`src/rtl/axi_arb_pkg.sv`:
```
// Shared types and constants for the AXI4-Lite master arbiter.
//   arb_state_e            : arbiter FSM states
//   STATUS_OK              : status value for a clean transaction
//   DEFAULT_TIMEOUT_STATUS : default status reported when the master never answers
//   MAX_REQ / IDX_W        : largest supported requester count and its index width
package axi_arb_pkg;

  typedef enum logic [1:0] {
    StIdle,
    StIssue,
    StWait,
    StResp
  } arb_state_e;

  localparam logic [7:0]  STATUS_OK              = 8'h00;
  localparam logic [7:0]  DEFAULT_TIMEOUT_STATUS = 8'hFE;
  localparam int unsigned MAX_REQ                = 8;
  localparam int unsigned IDX_W                  = $clog2(MAX_REQ);

endpackage

```
`src/rtl/rr_arbiter.sv`:
```
// Round-robin pick over a request vector.
//   clk, rst   : clock, synchronous active-high reset (pointer returns to 0)
//   req        : request vector, one bit per requester
//   advance    : a grant was accepted this cycle; move the pointer past the winner
//   grant      : one-hot winner (combinational)
//   grant_idx  : index of the winner (combinational)
//   any        : at least one request present
module rr_arbiter
  import axi_arb_pkg::*;
#(
  parameter int unsigned NUM_REQ = 2
) (
  input  logic               clk,
  input  logic               rst,
  input  logic [NUM_REQ-1:0] req,
  input  logic               advance,
  output logic [NUM_REQ-1:0] grant,
  output logic [IDX_W-1:0]   grant_idx,
  output logic               any
);

  logic [IDX_W-1:0] ptr_q;

  // First requester at or above the pointer, wrapping around.
  always_comb begin
    int unsigned k;
    grant     = '0;
    grant_idx = '0;
    any       = 1'b0;
    k         = 0;
    for (int unsigned off = 0; off < NUM_REQ; off++) begin
      k = (32'(ptr_q) + off) % NUM_REQ;
      if (!any && req[k]) begin
        any       = 1'b1;
        grant_idx = IDX_W'(k);
        grant[k]  = 1'b1;
      end
    end
  end

  always_ff @(posedge clk) begin
    if (rst) begin
      ptr_q <= '0;
    end else if (advance && any) begin
      ptr_q <= (grant_idx == IDX_W'(NUM_REQ - 1)) ? '0 : grant_idx + 1'b1;
    end
  end

endmodule

```
`src/rtl/axi_master_arbiter.sv`:
```
// Shares one AXI4-Lite master command interface between NUM_REQ requesters.
// Round-robin grant, one transaction outstanding, one-cycle start pulse to the master
// and one-cycle response strobe back to the granted requester.
//   clk, rst                      : clock, synchronous active-high reset
//   req_valid/ready               : per-requester handshake (ready only in idle, winner only)
//   req_cmd/addr/wdata            : flattened per-requester command fields
//   rsp_valid                     : one-cycle response strobe to the granted requester
//   rsp_status/rdata/count        : response payload, held until the next response
//   mst_cmd/addr/wdata/start      : command towards the master
//   mst_done/status/rdata/rdata_count : completion from the master
//   busy                          : a transaction is in progress
//   grant_id                      : current or last granted requester
//   timeout_flag / clear_flags    : sticky timeout indicator and its clear
module axi_master_arbiter
  import axi_arb_pkg::*;
#(
  parameter int unsigned NUM_REQ        = 2,
  parameter int unsigned TIMEOUT_CYCLES = 1024,
  parameter logic [7:0]  TIMEOUT_STATUS = DEFAULT_TIMEOUT_STATUS
) (
  input  logic                  clk,
  input  logic                  rst,
  input  logic [NUM_REQ-1:0]    req_valid,
  output logic [NUM_REQ-1:0]    req_ready,
  input  logic [NUM_REQ*8-1:0]  req_cmd,
  input  logic [NUM_REQ*32-1:0] req_addr,
  input  logic [NUM_REQ*32-1:0] req_wdata,
  output logic [NUM_REQ-1:0]    rsp_valid,
  output logic [7:0]            rsp_status,
  output logic [31:0]           rsp_rdata,
  output logic [5:0]            rsp_count,
  output logic [7:0]            mst_cmd,
  output logic [31:0]           mst_addr,
  output logic [31:0]           mst_wdata,
  output logic                  mst_start,
  input  logic                  mst_done,
  input  logic [7:0]            mst_status,
  input  logic [31:0]           mst_rdata,
  input  logic [5:0]            mst_rdata_count,
  output logic                  busy,
  output logic [IDX_W-1:0]      grant_id,
  output logic                  timeout_flag,
  input  logic                  clear_flags
);

  localparam int unsigned   CntW    = (TIMEOUT_CYCLES > 1) ? $clog2(TIMEOUT_CYCLES) : 1;
  localparam logic [CntW-1:0] CntLast = CntW'(TIMEOUT_CYCLES - 1);

  arb_state_e         state_q;
  logic [CntW-1:0]    wait_cnt_q;
  logic [NUM_REQ-1:0] win_onehot;
  logic [IDX_W-1:0]   win_idx;
  logic               win_any;
  logic               handshake;
  logic [7:0]         sel_cmd;
  logic [31:0]        sel_addr;
  logic [31:0]        sel_wdata;

  assign handshake = (state_q == StIdle) && win_any;
  assign req_ready = handshake ? win_onehot : '0;
  assign busy      = (state_q != StIdle);

  rr_arbiter #(
    .NUM_REQ (NUM_REQ)
  ) u_rr_arbiter (
    .clk       (clk),
    .rst       (rst),
    .req       (req_valid),
    .advance   (handshake),
    .grant     (win_onehot),
    .grant_idx (win_idx),
    .any       (win_any)
  );

  // Mux the winner's command fields.
  always_comb begin
    sel_cmd   = '0;
    sel_addr  = '0;
    sel_wdata = '0;
    for (int unsigned i = 0; i < NUM_REQ; i++) begin
      if (win_onehot[i]) begin
        sel_cmd   = req_cmd[i*8 +: 8];
        sel_addr  = req_addr[i*32 +: 32];
        sel_wdata = req_wdata[i*32 +: 32];
      end
    end
  end

  always_ff @(posedge clk) begin
    if (rst) begin
      state_q      <= StIdle;
      wait_cnt_q   <= '0;
      mst_cmd      <= '0;
      mst_addr     <= '0;
      mst_wdata    <= '0;
      mst_start    <= 1'b0;
      rsp_valid    <= '0;
      rsp_status   <= STATUS_OK;
      rsp_rdata    <= '0;
      rsp_count    <= '0;
      grant_id     <= '0;
      timeout_flag <= 1'b0;
    end else begin
      mst_start <= 1'b0;
      rsp_valid <= '0;
      // A timeout in the same cycle overrides this clear further down.
      if (clear_flags) begin
        timeout_flag <= 1'b0;
      end
      case (state_q)
        StIdle: begin
          if (win_any) begin
            mst_cmd   <= sel_cmd;
            mst_addr  <= sel_addr;
            mst_wdata <= sel_wdata;
            grant_id  <= win_idx;
            mst_start <= 1'b1;
            state_q   <= StIssue;
          end
        end
        StIssue: begin
          wait_cnt_q <= '0;
          state_q    <= StWait;
        end
        StWait: begin
          if (mst_done) begin
            rsp_status <= mst_status;
            rsp_rdata  <= mst_rdata;
            rsp_count  <= mst_rdata_count;
            rsp_valid  <= NUM_REQ'(1) << grant_id;
            state_q    <= StResp;
          end else if (wait_cnt_q == CntLast) begin
            rsp_status   <= TIMEOUT_STATUS;
            rsp_rdata    <= '0;
            rsp_count    <= '0;
            rsp_valid    <= NUM_REQ'(1) << grant_id;
            timeout_flag <= 1'b1;
            state_q      <= StResp;
          end else begin
            wait_cnt_q <= wait_cnt_q + 1'b1;
          end
        end
        StResp: begin
          state_q <= StIdle;
        end
        default: begin
          state_q <= StIdle;
        end
      endcase
    end
  end

endmodule
```
`config.mk`:
```
export PLATFORM = sky130hd
export DESIGN_NAME = axi_master_arbiter
export DESIGN_NICKNAME = d
export VERILOG_FILES = /design/src/rtl/axi_arb_pkg.sv /design/src/rtl/rr_arbiter.sv /design/src/rtl/axi_master_arbiter.sv
export SDC_FILE = /design/constraint.sdc
export NUM_CORES = 1
export LEC_CHECK = 0
export BUFFER_PORTS_ARGS = -buffer_cell sky130_fd_sc_hd__buf_2
export CELL_PAD_IN_SITES_DETAIL_PLACEMENT = 0
export CELL_PAD_IN_SITES_GLOBAL_PLACEMENT = 1
export CORE_UTILIZATION = 30
export DETAILED_ROUTE_END_ITERATION = 8
export PLACE_DENSITY = 0.87
export REMOVE_ABC_BUFFERS = 1
export SETUP_SLACK_MARGIN = 0.3
export SLEW_MARGIN = 20
export SYNTH_ARGS = -nofsm -noshare
export SYNTH_HDL_FRONTEND = slang
export SYNTH_SLANG_ARGS = --single-unit
```
`constraint.sdc`:
```
create_clock -name clk -period 2.3 [get_ports clk]
set_input_delay 0.46 -clock clk [delete_from_list [all_inputs] [get_ports clk]]
set_output_delay 0.46 -clock clk [all_outputs]
set_load 0.02 [all_outputs]
```
=== Word-level counts from Yosys, hierarchy flattened ===
Cells that the tools add are included.

* Bits in registers: 138
* Bits in latches: 0
* Bits in writable memories: 0
* Bits in read-only memories: 0
* Input bits: 196
* Output and inout bits: 128
* Logic and storage cells: 91
* Memories: 0

* Add/sub/neg operators: 3
* Multipliers: 0
* Div/mod/pow operators: 0
* Magnitude comparators: 4
* Equal/unequal tests: 9
* Shifts and indexed selects: 1
* Muxes and demuxes: 42
* Bitwise operators: 3
* Reduce and logical (&&, ||, !) cells: 16

{| class="wikitable"
|+ Operators by type and width
! kind !! count
|-
| $mux 32 || 6
|-
| $mux 8 || 4
|-
| $mux 10 || 2
|-
| $pmux 10 s2 || 1
|-
| $mux 1 || 16
|-
| $mux 2 || 8
|-
| $mux 6 || 2
|-
| $add 10x1->10 const B || 1
|-
| $eq 10x10->1 const B || 1
|-
| $pmux 2 s4 || 1
|-
| $reduce_and 2->1 || 3
|-
| $reduce_bool 2->1 || 3
|-
| $logic_and 1x1->1 || 5
|-
| $eq 2x2->1 const B || 2
|-
| $lt 1x2->1 const B || 2
|-
| $ne 2x2->1 const B || 2
|-
| $reduce_or 2->1 || 2
|-
| $ne 3x3->1 const B || 1
|-
| $reduce_and 3->1 || 1
|-
| $shl 1x3->2 const A || 1
|-
| $add 1x1->1 const B || 2
|-
| $demux 1 s1 || 2
|-
| $eq 2x1->1 const B || 1
|-
| $ge 1x1->1 const B || 2
|-
| 6 further kinds || 7
|}

=== Longest topological paths before layout ===
Gate-level depths: netlist (run 1).

* Word-level depth: 9
* Gate-level depth with buffers: 8
* Depth with buffers taken out: 6

=== Hierarchy ===
From an unflattened synthesis (run 1), not the netlist that was laid out.

* Cell total of the unflattened synthesis: 648
* Area total of the unflattened synthesis: 5,585.4 µm²

{| class="wikitable"
|+ By module, submodules not included
! module !! times used !! cells an instance !! area an instance (µm²) !! seq. area each (µm²)
|-
| axi_master_arbiter || 1 || 636 || 5,487.8 || 2,742.6
|-
| rr_arbiter || 1 || 12 || 97.6 || 20.0
|}

=== Least setup slack after synthesis (run 1) ===
No wires, ideal clock.

* Path kind: reg-to-output
* Start point: register state_q[0]
* End point: output port req_ready[1]
* Data arrival time: 1,388 ps
* Required time: 1,840 ps
* Path slack: 452 ps
* Stages on the path, launching flop included: 6
* Path buffers: 1
* Path through: dfxtp_1 inv_1 ha_1 inv_1 a211oi_2 buf_2

* Cells in the longest elaborated chain, start to end: 3

{| class="wikitable"
|+ RTL lines
! what !! RTL line !! text
|-
| from (decl) || axi_master_arbiter.sv:49 || <nowiki>arb_state_e state_q;</nowiki>
|-
| from (signal assigned) || axi_master_arbiter.sv:91 || <nowiki>state_q <= StIdle;</nowiki>
|-
| from (signal assigned) || axi_master_arbiter.sv:118 || <nowiki>state_q <= StIssue;</nowiki>
|-
| from (signal assigned) || axi_master_arbiter.sv:123 || <nowiki>state_q <= StWait;</nowiki>
|-
| $logic_not 2->1 || axi_master_arbiter.sv:59 || <nowiki>assign handshake = (state_q == StIdle) && win_any;</nowiki>
|-
| $logic_and 1x1->1 || axi_master_arbiter.sv:59 ||
|-
| $mux 2 || axi_master_arbiter.sv:60 || <nowiki>assign req_ready = handshake ? win_onehot : '0;</nowiki>
|-
| to (decl) || axi_master_arbiter.sv:24 || <nowiki>output logic [NUM_REQ-1:0] req_ready,</nowiki>
|}

No other way between the ends.

=== Final worst setup path (run 1) ===
Same ends and word-level chain as after synthesis.

==> results of run 1 <==
==> area by class of cell <==
cell class	count	area, um2	area share, %
Tap cell	220	275.3	3.557
Clock buffer	18	439.2	5.675
Clock inverter	14	162.7	2.102
Sequential cell	136	2725	35.21
Inverter	8	35.03	0.4527
Multi-Input combinational cell	347	2276	29.41
Timing Repair Buffer	339	1826	23.59
==> flip-flops by register name, summed over array words and instances (netlist names) <==
register            count
rsp_status              8
rsp_valid               2
mst_cmd                 8
wait_cnt_q             10
u_rr_arbiter.ptr_q      1
mst_start               1
rsp_rdata              32
state_q                 2
mst_addr               32
timeout_flag            1
mst_wdata              32
rsp_count               6
grant_id                1
==> cell usage after synthesis (all sizes together), types with 3 or more instances <==
master  instances  area (um2)
nand2b          3       18.77
clkbuf         30       112.6
nor3           61       305.3
nor2           88       330.3
buf            22       136.4
a221oi         50       437.9
ha              5       62.56
inv             8       30.03
nand3          13       75.07
or3             3       18.77
a211oi          3       27.52
a21oi          20       111.4
nand2           9       33.78
and3            3       18.77
dfxtp         136        2723
a222oi         22       220.2
a22o           39       341.6
o21ai           5       25.02
==> cell families (layout without fill, tap and decap cells) <==
| family | after synthesis | in the layout | share of synthesized area (%) |
|---|---|---|---|
| AO/OA/AOI/OAI | 150 | 150 | 24.26 |
| adder cells (fa/ha/maj) | 5 | 5 | 1.201 |
| buffers and inverters | 60 | 379 | 5.355 |
| flip-flops | 136 | 136 | 52.26 |
| multiplexers | 1 | 1 | 0.2161 |
| other | 1 | 2 | 0.07198 |
| AND/OR/NAND/NOR | 189 | 189 | 16.64 |
==> timing repair <==
item | in CTS | in global routing
resized for setup | 7 | 5
endpoints found under the setup margin | 3 | 2
buffers inserted | 0 | 2
pin swaps | 1 | 2
==> metrics by stage <==
stage / power [W] / instance area (um2)
after CTS: 0.009719 / 7712
final: 0.009661 / 7739
after global routing: 0.01024 / 7739
after floorplan: 0.005486 / 4965
after global placement: 0.006847 / 7088
after detailed placement: 0.006860 / 7088
==> worst paths after layout <==
path                               startpoint             to  slack [ns]  depth (start not counted)
worst max-delay path               state_q[0]   req_ready[1]        0.32                          5
worst min-delay path            mst_rdata[31]  rsp_rdata[31]        0.26                          2
worst max register to register     state_q[0]  wait_cnt_q[4]        0.55                          7
worst min register to register  wait_cnt_q[8]  wait_cnt_q[8]        0.47                          2
==> power groups by stage <==
stage / logic (W) / registers (W) / clock network (W)
after global routing: 0.00394 / 0.00336 / 0.00294
after floorplan: 0.00150 / 0.00399 / 0
after CTS: 0.00360 / 0.00328 / 0.00284
final: 0.00361 / 0.00328 / 0.00277
after global placement: 0.00355 / 0.00329 / 0
after detailed placement: 0.00355 / 0.00331 / 0
==> per-layer routing <==
metal | up-vias | wire, um | global-route usage (%)
met5 | - | 0 | 0
met4 | 0 | 314 | 7.071
met3 | 23 | 1215 | 5.933
met2 | 241 | 8373 | 32.21
met1 | 2511 | 6917 | 21.46
li1 | 2669 | - | -
==> metrics.yaml, run 1 <==
placed_design:
  dp_hpwl_mm: 11.90
  dp.cells: 1048
  place_ws_ns: 0.4871
  port_buffers: 321
  place_congestion: 0.8446
finish:
  utilization_pct: 46.17
  stdcell_count: 1082
  fillerInstances: 1631
  layout.nets: 1050
  layout-area-overhead-vs-synth_pct: 48.54
  antenna_cells: 0
  most-common-layout-cells: "buf_2, dfxtp_1, nor2_1, nor3_1, a221oi_1"
  drive_above_1_share_pct: 45.24
  layout_commonest_cell: "buf_2"
sta:
  finalCritPeriodShare_pct: 86.06
  worst_clock_skew_ns: 0.009910
  final-max-slew-violation-count: 0
  worst_slack_ns: 0.3207
  rsz0062_at_grt: "true"
  finalCriticalPeriod_ns: 1.979
  worstMarginPinSlew_ns: 0.6194
  timing.fmax_mhz: 505.2
  fin_setup_tns_ns: 0
  timing.hold.ws_ns: 0.2578
  relSlewSlack_pct: 58.71
  finalSetupViolations: 0
  hold_viol_final: 0
detailed_routing:
  drcViolationCount: 0
  drtIter0Drc: 330
  firstDrtPassIters: 8
  via_per_inst: 5.031
  wirelength_mm: 16.82
  routedWlPerCell_um: 15.55
  vias: 5444
  postRouteAntennaNets: 0
critical_path:
  slowest_stage: "dfxtp_2"
  path_class: "register to output pin"
  crit_path_cell_trace: "inv_2 > ha_4 > inv_4 > a211oi_4 > buf_6"
  slowest_delay_ns: 0.33
  crit_family: "flip-flops"
  endpoint_kind: "output pin"
  arrival_ns: 1.52
  start_kind: "register"
  crit_fanout: 5
  worstPathRequired_ns: 1.84
  crit_buf_inv: 3
grt:
  antenna_found_initial: 0
  grt_pass1_wl_mm: 26.33
  grt_use_total_pct: 18.67
  grt_pass1_vias: 5200
  grt_max_degree: 82
  grt_overflow_total: 0
floorplan:
  start_util_pct: 31.09
  coreArea_um2: 16760
  die_area_um2: 17900
  io_pins: 324
  die_width_um: 133.8
  core.rowCount: 47
  fp.dieH_um: 133.8
job:
  max_cap_viol_count: 0
outcome:
  status: "finished clean"
pwr:
  p_seq_share_pct: 34.0
  switching_share_pct: 38.26
  pwr_density_cell_nw_per_um2: 1248
  power_switching_w: 0.003696
  power.static_leakage_nw: 3.648
  max-vdd-ir-drop_uv: 594.6
  internal_power_w: 0.005965
  comb_power_share_pct: 37.3
  clock_power_share_pct: 28.7
cts:
  htreeDepth: 4
  cts_tree: "done"
  clkTransAtPathRegs_ns: 0.06
  root_buffer: "clkbuf_16"
  clockBufferDepth: 2
  clkSinkCount: 136
  hold_buffers: 0
  clk_latency_ns: 0.42
  cts_buffers: 17
logic_synthesis:
  synth_flop_cell: "dfxtp_1"
  netlist_instances: 542
  yosysWarnings: 0
  synth_area_um2: 5210
  avgSynthCellArea_um2: 9.613
  async_reset_ff_share_pct: 0
  synth-seq-cells: 136
  synth_cell_type_count: 44
  seq_area_frac_synth_pct: 52.26
  synth_edf_count: 0
hold_path:
  hp-class: "primary input to register"
Note: power is estimated with default switching activity, not from simulation.
==> run 2: changes to the inputs <==
--- a/config.mk
+++ b/config.mk
@@ -5,13 +5,14 @@
 export SDC_FILE = /design/constraint.sdc
 export NUM_CORES = 1
 export LEC_CHECK = 0
+export ABC_CLOCK_PERIOD_IN_PS = 2300
 export BUFFER_PORTS_ARGS = -buffer_cell sky130_fd_sc_hd__buf_2
 export CELL_PAD_IN_SITES_DETAIL_PLACEMENT = 0
 export CELL_PAD_IN_SITES_GLOBAL_PLACEMENT = 1
 export CORE_UTILIZATION = 30
+export CTS_CLUSTER_DIAMETER = 40
 export DETAILED_ROUTE_END_ITERATION = 8
 export PLACE_DENSITY = 0.87
-export REMOVE_ABC_BUFFERS = 1
 export SETUP_SLACK_MARGIN = 0.3
 export SLEW_MARGIN = 20
 export SYNTH_ARGS = -nofsm -noshare
==> run 2 against run 1 <==
First-iteration DRC count down 8.5%. Hold slack better by 0.0075 ns. Global-route usage down 1.0 points. Sequential power about the same. Clock power about the same. Register-to-register slack worse by 0.12 ns. Sequential share of layout area up 0.082 points. Largest cell class unchanged. Highest routed layer unchanged. Routed wire length down 2.7%.
==> metrics.yaml, run 2 (same netlist as run 1, synthesis figures left out) <==
detailed_routing:
  drcViolationCount: 0  # unchanged
  dr.max_layer_used: "met4"
  firstDrtPassIters: 6  # -2
  wirelength_mm: 16.37  # -2.7%
  routedWlPerCell_um: 15.19  # -2.3%
  via_per_inst: 5.012  # -0.38%
  met3WireLength_mm: 1.339  # +10%
  wl_met2_mm: 7.909  # -5.5%
  postRouteAntennaNets: 0  # unchanged
  drtIter0Drc: 302  # -8.5%
  vias: 5403  # -0.75%
  wl_met1_mm: 6.824  # -1.3%
hold_path:
  hp-class: "primary input to register"
  hold_depth: 2  # unchanged
finish:
  fillerInstances: 1626  # -0.31%
  layout_commonest_cell: "buf_2"
  most-common-layout-cells: "buf_2, dfxtp_1, nor2_1, nor3_1, a221oi_1"
  antenna_cells: 0  # unchanged
  layout.nets: 1046  # -0.38%
  layout-area-overhead-vs-synth_pct: 48.05
  biggestRegsByFlops: "mst_addr: 32 flops, mst_wdata: 32 flops, rsp_rdata: 32 flops"
  drive_above_1_share_pct: 44.76  # -0.49 points
  utilization_pct: 46.02  # -0.15 points
grt:
  antenna_found_initial: 0  # unchanged
  grt_pass1_wl_mm: 24.95  # -5.2%
  grt_pass1_vias: 4952  # -4.8%
  grt_use_total_pct: 17.64  # -1.0 points
  grt_overflow_total: 0  # unchanged
  grt_max_degree: 55  # -33%
critical_path:
  arrival_ns: 1.46  # -0.06 ns
  endpoint_kind: "output pin"
  crit_fanout: 5  # unchanged
  path_class: "register to output pin"
  start_kind: "register"
  cpMostUsedCell: "inv_2"
  slowest_stage: "dfxtp_1"
  r2r_cells: 6  # -1
  slowest_delay_ns: 0.34  # about the same
  worstPathRequired_ns: 1.84  # about the same
  crit_path_cell_trace: "inv_2 > ha_4 > inv_2 > a211oi_4 > buf_4"
pwr:
  max-vdd-ir-drop_uv: 579.8  # -2.5%
  totalPowerFinal_w: 0.009593  # -0.71%
  power.static_leakage_nw: 3.632  # -0.43%
  pwr_density_cell_nw_per_um2: 1244  # -0.39%
cts:
  clkSinkCount: 136  # unchanged
  clkTransAtPathRegs_ns: 0.06  # about the same
  htreeDepth: 4  # unchanged
  cts_buffers: 17  # unchanged
  clockBufferDepth: 2  # unchanged
  cts_tree: "done"
  clk_latency_ns: 0.41  # about the same
  root_buffer: "clkbuf_16"
sta:
  timing.hold.ws_ns: 0.2652  # +0.007463 ns
  fin_setup_tns_ns: 0  # unchanged
  worstMarginPinSlew_ns: 0.6242  # +0.004831 ns
  worst_slack_ns: 0.3822  # +0.06147 ns
  hold_viol_final: 0  # unchanged
  final-max-slew-violation-count: 0  # unchanged
  finalSetupViolations: 0  # unchanged
  finalCriticalPeriod_ns: 1.918  # -0.06147 ns
  relSlewSlack_pct: 58.39  # -0.32 points
  finalCritPeriodShare_pct: 83.38  # -2.7 points
  timing.fmax_mhz: 521.4  # +3.2%
  rsz0062_at_grt: "false"
  worst_clock_skew_ns: 0.009857  # -0.00005231 ns
floorplan:
  die_width_um: 133.8  # unchanged
  fp.dieH_um: 133.8  # unchanged
  io_pins: 324  # unchanged
  start_util_pct: 31.09  # unchanged
  core.rowCount: 47  # unchanged
  die_area_um2: 17900  # unchanged
  coreArea_um2: 16760  # unchanged
placed_design:
  place_ws_ns: 0.3448  # -0.1423 ns
  dp_hpwl_mm: 11.76  # -1.1%
  port_buffers: 321  # unchanged
  place_congestion: 0.8106  # -4.0%
outcome:
  status: "finished clean"
job:
  max_cap_viol_count: 0  # unchanged
## run 2: cell count changes in the layout (fill, tap and decap cells not counted), moves of 2 or more
cell	previous run	this run
buf_4	13	9
inv_2	1	3
inv_6	5	3
dfxtp_1	134	136
inv_4	2	0
dfxtp_2	2	0
clkinv_2	1	3
## run 2: worst paths after layout
check | startpoint | end | slack, ns
min | mst_rdata[3] | rsp_rdata[3] | 0.27
min reg2reg | grant_id[0] | rsp_valid[0] | 0.47
max reg2reg | state_q[0] | wait_cnt_q[9] | 0.43
max | state_q[0] | req_ready[1] | 0.38
## run 2: power by group
part	internal, W	leakage (nW)	total (W)	switching (W)
combinational	0.00133	2.22	0.00357	0.00224
sequential	0.00297	1.11	0.00327	0.000303
clock	0.00167	0.294	0.00275	0.00108
## run 2: repair_timing
| action | CTS | global route |
|---|---|---|
| gates cloned | 0 | 0 |
| pin swaps | 1 | 0 |
| resized for setup | 6 | 2 |
| buffers inserted | 0 | 0 |
| setup endpoints to repair | 3 | 10 |
| hold endpoints to repair | 0 | 0 |
| hold buffers | 0 | 0 |
## run 2: per-stage QoR
stage | cell area (um2) | cells
global route | 7714 | 1078
finish | 7714 | 1078
floorplan | 5214 | 543
CTS | 7697 | 1078
detailed placement | 7086 | 1046
global placement | 7086 | 1046
## run 2: cell type report
type	count	area, um2	area share (%)
clock inverter	13	143.9	1.865
tap	220	275.3	3.569
inverter	8	30.03	0.3893
sequential	136	2723	35.30
multi-input combinational	347	2285	29.62
timing repair buffer	335	1804	23.39
clock buffer	19	452.9	5.872
## run 2: worst max-delay path, delay by kind of cell, from the launching register on
family / cells / cell delay [ns]
adders and majority gates: 1 / 0.18
AOI/OAI and AO/OA: 1 / 0.18
buffers and inverters: 3 / 0.35
DFF: 1 / 0.34
## run 2: layer usage
layer	global-route usage, %	vias to the layer above
met2	29.71	245
li1	-	2657
met5	0	-
met1	20.49	2474
met3	6.387	27
met4	6.376	0
==> run 3: changes to the inputs <==
--- a/config.mk
+++ b/config.mk
@@ -5,7 +5,7 @@
 export SDC_FILE = /design/constraint.sdc
 export NUM_CORES = 1
 export LEC_CHECK = 0
-export ABC_CLOCK_PERIOD_IN_PS = 2300
+export ABC_CLOCK_PERIOD_IN_PS = 1800
 export BUFFER_PORTS_ARGS = -buffer_cell sky130_fd_sc_hd__buf_2
 export CELL_PAD_IN_SITES_DETAIL_PLACEMENT = 0
 export CELL_PAD_IN_SITES_GLOBAL_PLACEMENT = 1
==> constraint.sdc (replaced) <==
create_clock -name clk -period 1.8 [get_ports clk]
set_input_delay 0.36 -clock clk [delete_from_list [all_inputs] [get_ports clk]]
set_output_delay 0.36 -clock clk [all_outputs]
set_load 0.02 [all_outputs]
==> run 3 against run 2 <==
Combinational power grew 97%. Routed wire length grew 24%. Clock power grew 28%. Clock skew grew 0.0037 ns. Critical path depth shrank 2. Global-route usage grew 3.8 points. Die area is the same. Sequential cell count is the same. Design area grew 22%. Hold slack lost 0.12 ns. Final cell count grew 5.5%.
==> metrics.yaml, run 3 (same netlist as run 1, synthesis figures left out) <==
critical_path:
  start_kind: "register"
  worstPathRequired_ns: 1.44  # -0.40 ns
  r2r_cells: 10  # +4
  crit_fanout: 3  # -2
  endpoint_kind: "output pin"
  path_class: "register to output pin"
  r2r_slack_ns: 0.12  # -0.31 ns
  endpoint: "req_ready[1]"
  r2r_start: "state_q[0]"
  reg2reg_to: "mst_wdata[14]"
  arrival_ns: 1.43  # -0.03 ns
  crit_start: "u_rr_arbiter.ptr_q[0]"
floorplan:
  coreArea_um2: 16760  # unchanged
  core.rowCount: 47  # unchanged
  io_pins: 324  # unchanged
  die_area_um2: 17900  # unchanged
  die_width_um: 133.8  # unchanged
  start_util_pct: 31.09  # unchanged
  fp.dieH_um: 133.8  # unchanged
detailed_routing:
  postRouteAntennaNets: 0  # unchanged
  wirelength_mm: 20.38  # +24%
  vias: 5878  # +8.8%
  via_per_inst: 5.170  # +3.1%
  firstDrtPassIters: 7  # +1
  drcViolationCount: 0  # unchanged
  drtIter0Drc: 324  # +7.3%
  routedWlPerCell_um: 17.92  # +18%
sta:
  rsz0062_at_grt: "true"
  hold_viol_final: 0  # unchanged
  worst_clock_skew_ns: 0.01359  # +0.003737 ns
  finalCritPeriodShare_pct: 99.42
  final-max-slew-violation-count: 0  # unchanged
  timing.fmax_mhz: 558.8
  finalSetupViolations: 0  # unchanged
  finalCriticalPeriod_ns: 1.790
  worst_slack_ns: 0.01040  # -0.3718 ns
finish:
  drive_above_1_share_pct: 62.60  # +18 points
  biggestRegsByFlops: "mst_addr: 32 flops, mst_wdata: 32 flops, rsp_rdata: 32 flops"
  stdcell_count: 1137  # +5.5%
  layout-area-overhead-vs-synth_pct: 80.76
  layout_commonest_cell: "buf_2"
  layout.nets: 1105  # +5.6%
  fillerInstances: 1487  # -8.5%
  most-common-layout-cells: "buf_2, dfxtp_1, nor2_4, a221oi_1"
  antenna_cells: 0  # unchanged
cts:
  clkTransAtPathRegs_ns: 0.06  # about the same
  htreeDepth: 4  # unchanged
  clkSinkCount: 136  # unchanged
  root_buffer: "clkbuf_16"
  clockBufferDepth: 2  # unchanged
  cts_tree: "done"
  cts_buffers: 17  # unchanged
  clk_latency_ns: 0.42  # about the same
placed_design:
  dp_hpwl_mm: 12.55  # +6.6%
  port_buffers: 321  # unchanged
  place_congestion: 0.8222  # +1.4%
  dp.cells: 1057  # +1.1%
  place_ws_ns: 0.1416  # -0.2032 ns
hold_path:
  hp-class: "primary input to register"
grt:
  grt_pass1_vias: 5564  # +12%
  grt_pass1_wl_mm: 29.73  # +19%
  grt_max_degree: 56  # +1.8%
  grt_overflow_total: 0  # unchanged
  antenna_found_initial: 0  # unchanged
  grt_use_total_pct: 21.45  # +3.8 points
outcome:
  status: "finished clean"
pwr:
  power.static_leakage_nw: 4.242  # +17%
  pwr_density_cell_nw_per_um2: 1592  # +28%
  max-vdd-ir-drop_uv: 831.3  # +43%
job:
  max_cap_viol_count: 0  # unchanged
==> run 3: changes by cell type in the layout (fill, tap and decap cells not counted), sizes merged <==
cell    delta
buf       +55
clkbuf     +5
clkinv     -2
inv        +1
==> run 3: how the worst min path moves through the flow <==
stage                       startpoint       endpoint  slack, ns  cells past startpoint
floorplan                wait_cnt_q[8]  wait_cnt_q[8]       0.44                      2
global placement         rsp_rdata[10]  rsp_rdata[10]       0.45                      1
detailed placement       rsp_rdata[19]  rsp_rdata[19]       0.45                      1
CTS                      mst_rdata[21]  rsp_rdata[21]       0.14                      2
global route        mst_rdata_count[2]   rsp_count[2]       0.14                      2
finish                   mst_rdata[21]  rsp_rdata[21]       0.15                      2
==> run 3: final cells by class <==
cell class                      count  area [um2]  share of cell area, %
Tap cell                          220       275.3                  2.923
Inverter                            8       35.03                 0.3720
Clock buffer                       20       446.7                  4.743
Sequential cell                   136        2741                  29.11
Clock inverter                     12       142.6                  1.515
Multi-Input combinational cell    347        3075                  32.66
Timing Repair Buffer              394        2701                  28.68
==> run 3: critical path, cell delays in order (launching register included) <==
cell and delay [ns]:
dfxtp_1 0.39, inv_1 0.15, a211oi_4 0.31, buf_6 0.16
==> run 3: stage by stage <==
step / hold WS, ns / setup TNS (ns) / utilization, % / instance area [um2] / power [W]
after floorplan: 0.4432 / 0 / - / 5296 / 0.007210
after global placement: 0.4506 / 0 / 43.08 / 7221 / 0.008861
after detailed placement: 0.4514 / 0 / 43.08 / 7221 / 0.008908
after CTS: 0.1429 / -0.05924 / 51.80 / 8682 / 0.01393
after global routing: 0.1376 / -0.04822 / 56.19 / 9418 / 0.01574
final: 0.1500 / 0 / 56.19 / 9418 / 0.01499
==> run 3: routing by layer <==
| layer | GRT usage (%) | part of all wire [%] | vias up |
|---|---|---|---|
| met1 | 25.42 | 40 | 2784 |
| li1 | - | - | 2797 |
| met4 | 6.376 | 1.1 | 0 |
| met5 | 0 | 0 | - |
| met3 | 6.160 | 7.8 | 16 |
| met2 | 37.36 | 51 | 281 |
==> run 3: report_power, final <==
part	internal [W]	leakage (nW)	switching [W]
clock	0.00210	0.286	0.00141
combinational	0.00318	2.84	0.00386
sequential	0.00380	1.12	0.000644
total	0.00908	4.24	0.00591
==> run 3: timing repair <==
item                                    in CTS  in global routing
gates resized for setup                    115                121
hold buffers                                 0                  0
pin swaps                                   55                 32
setup buffers                               20                 12
cloned                                      12                  4
endpoints found under the setup margin      86                134
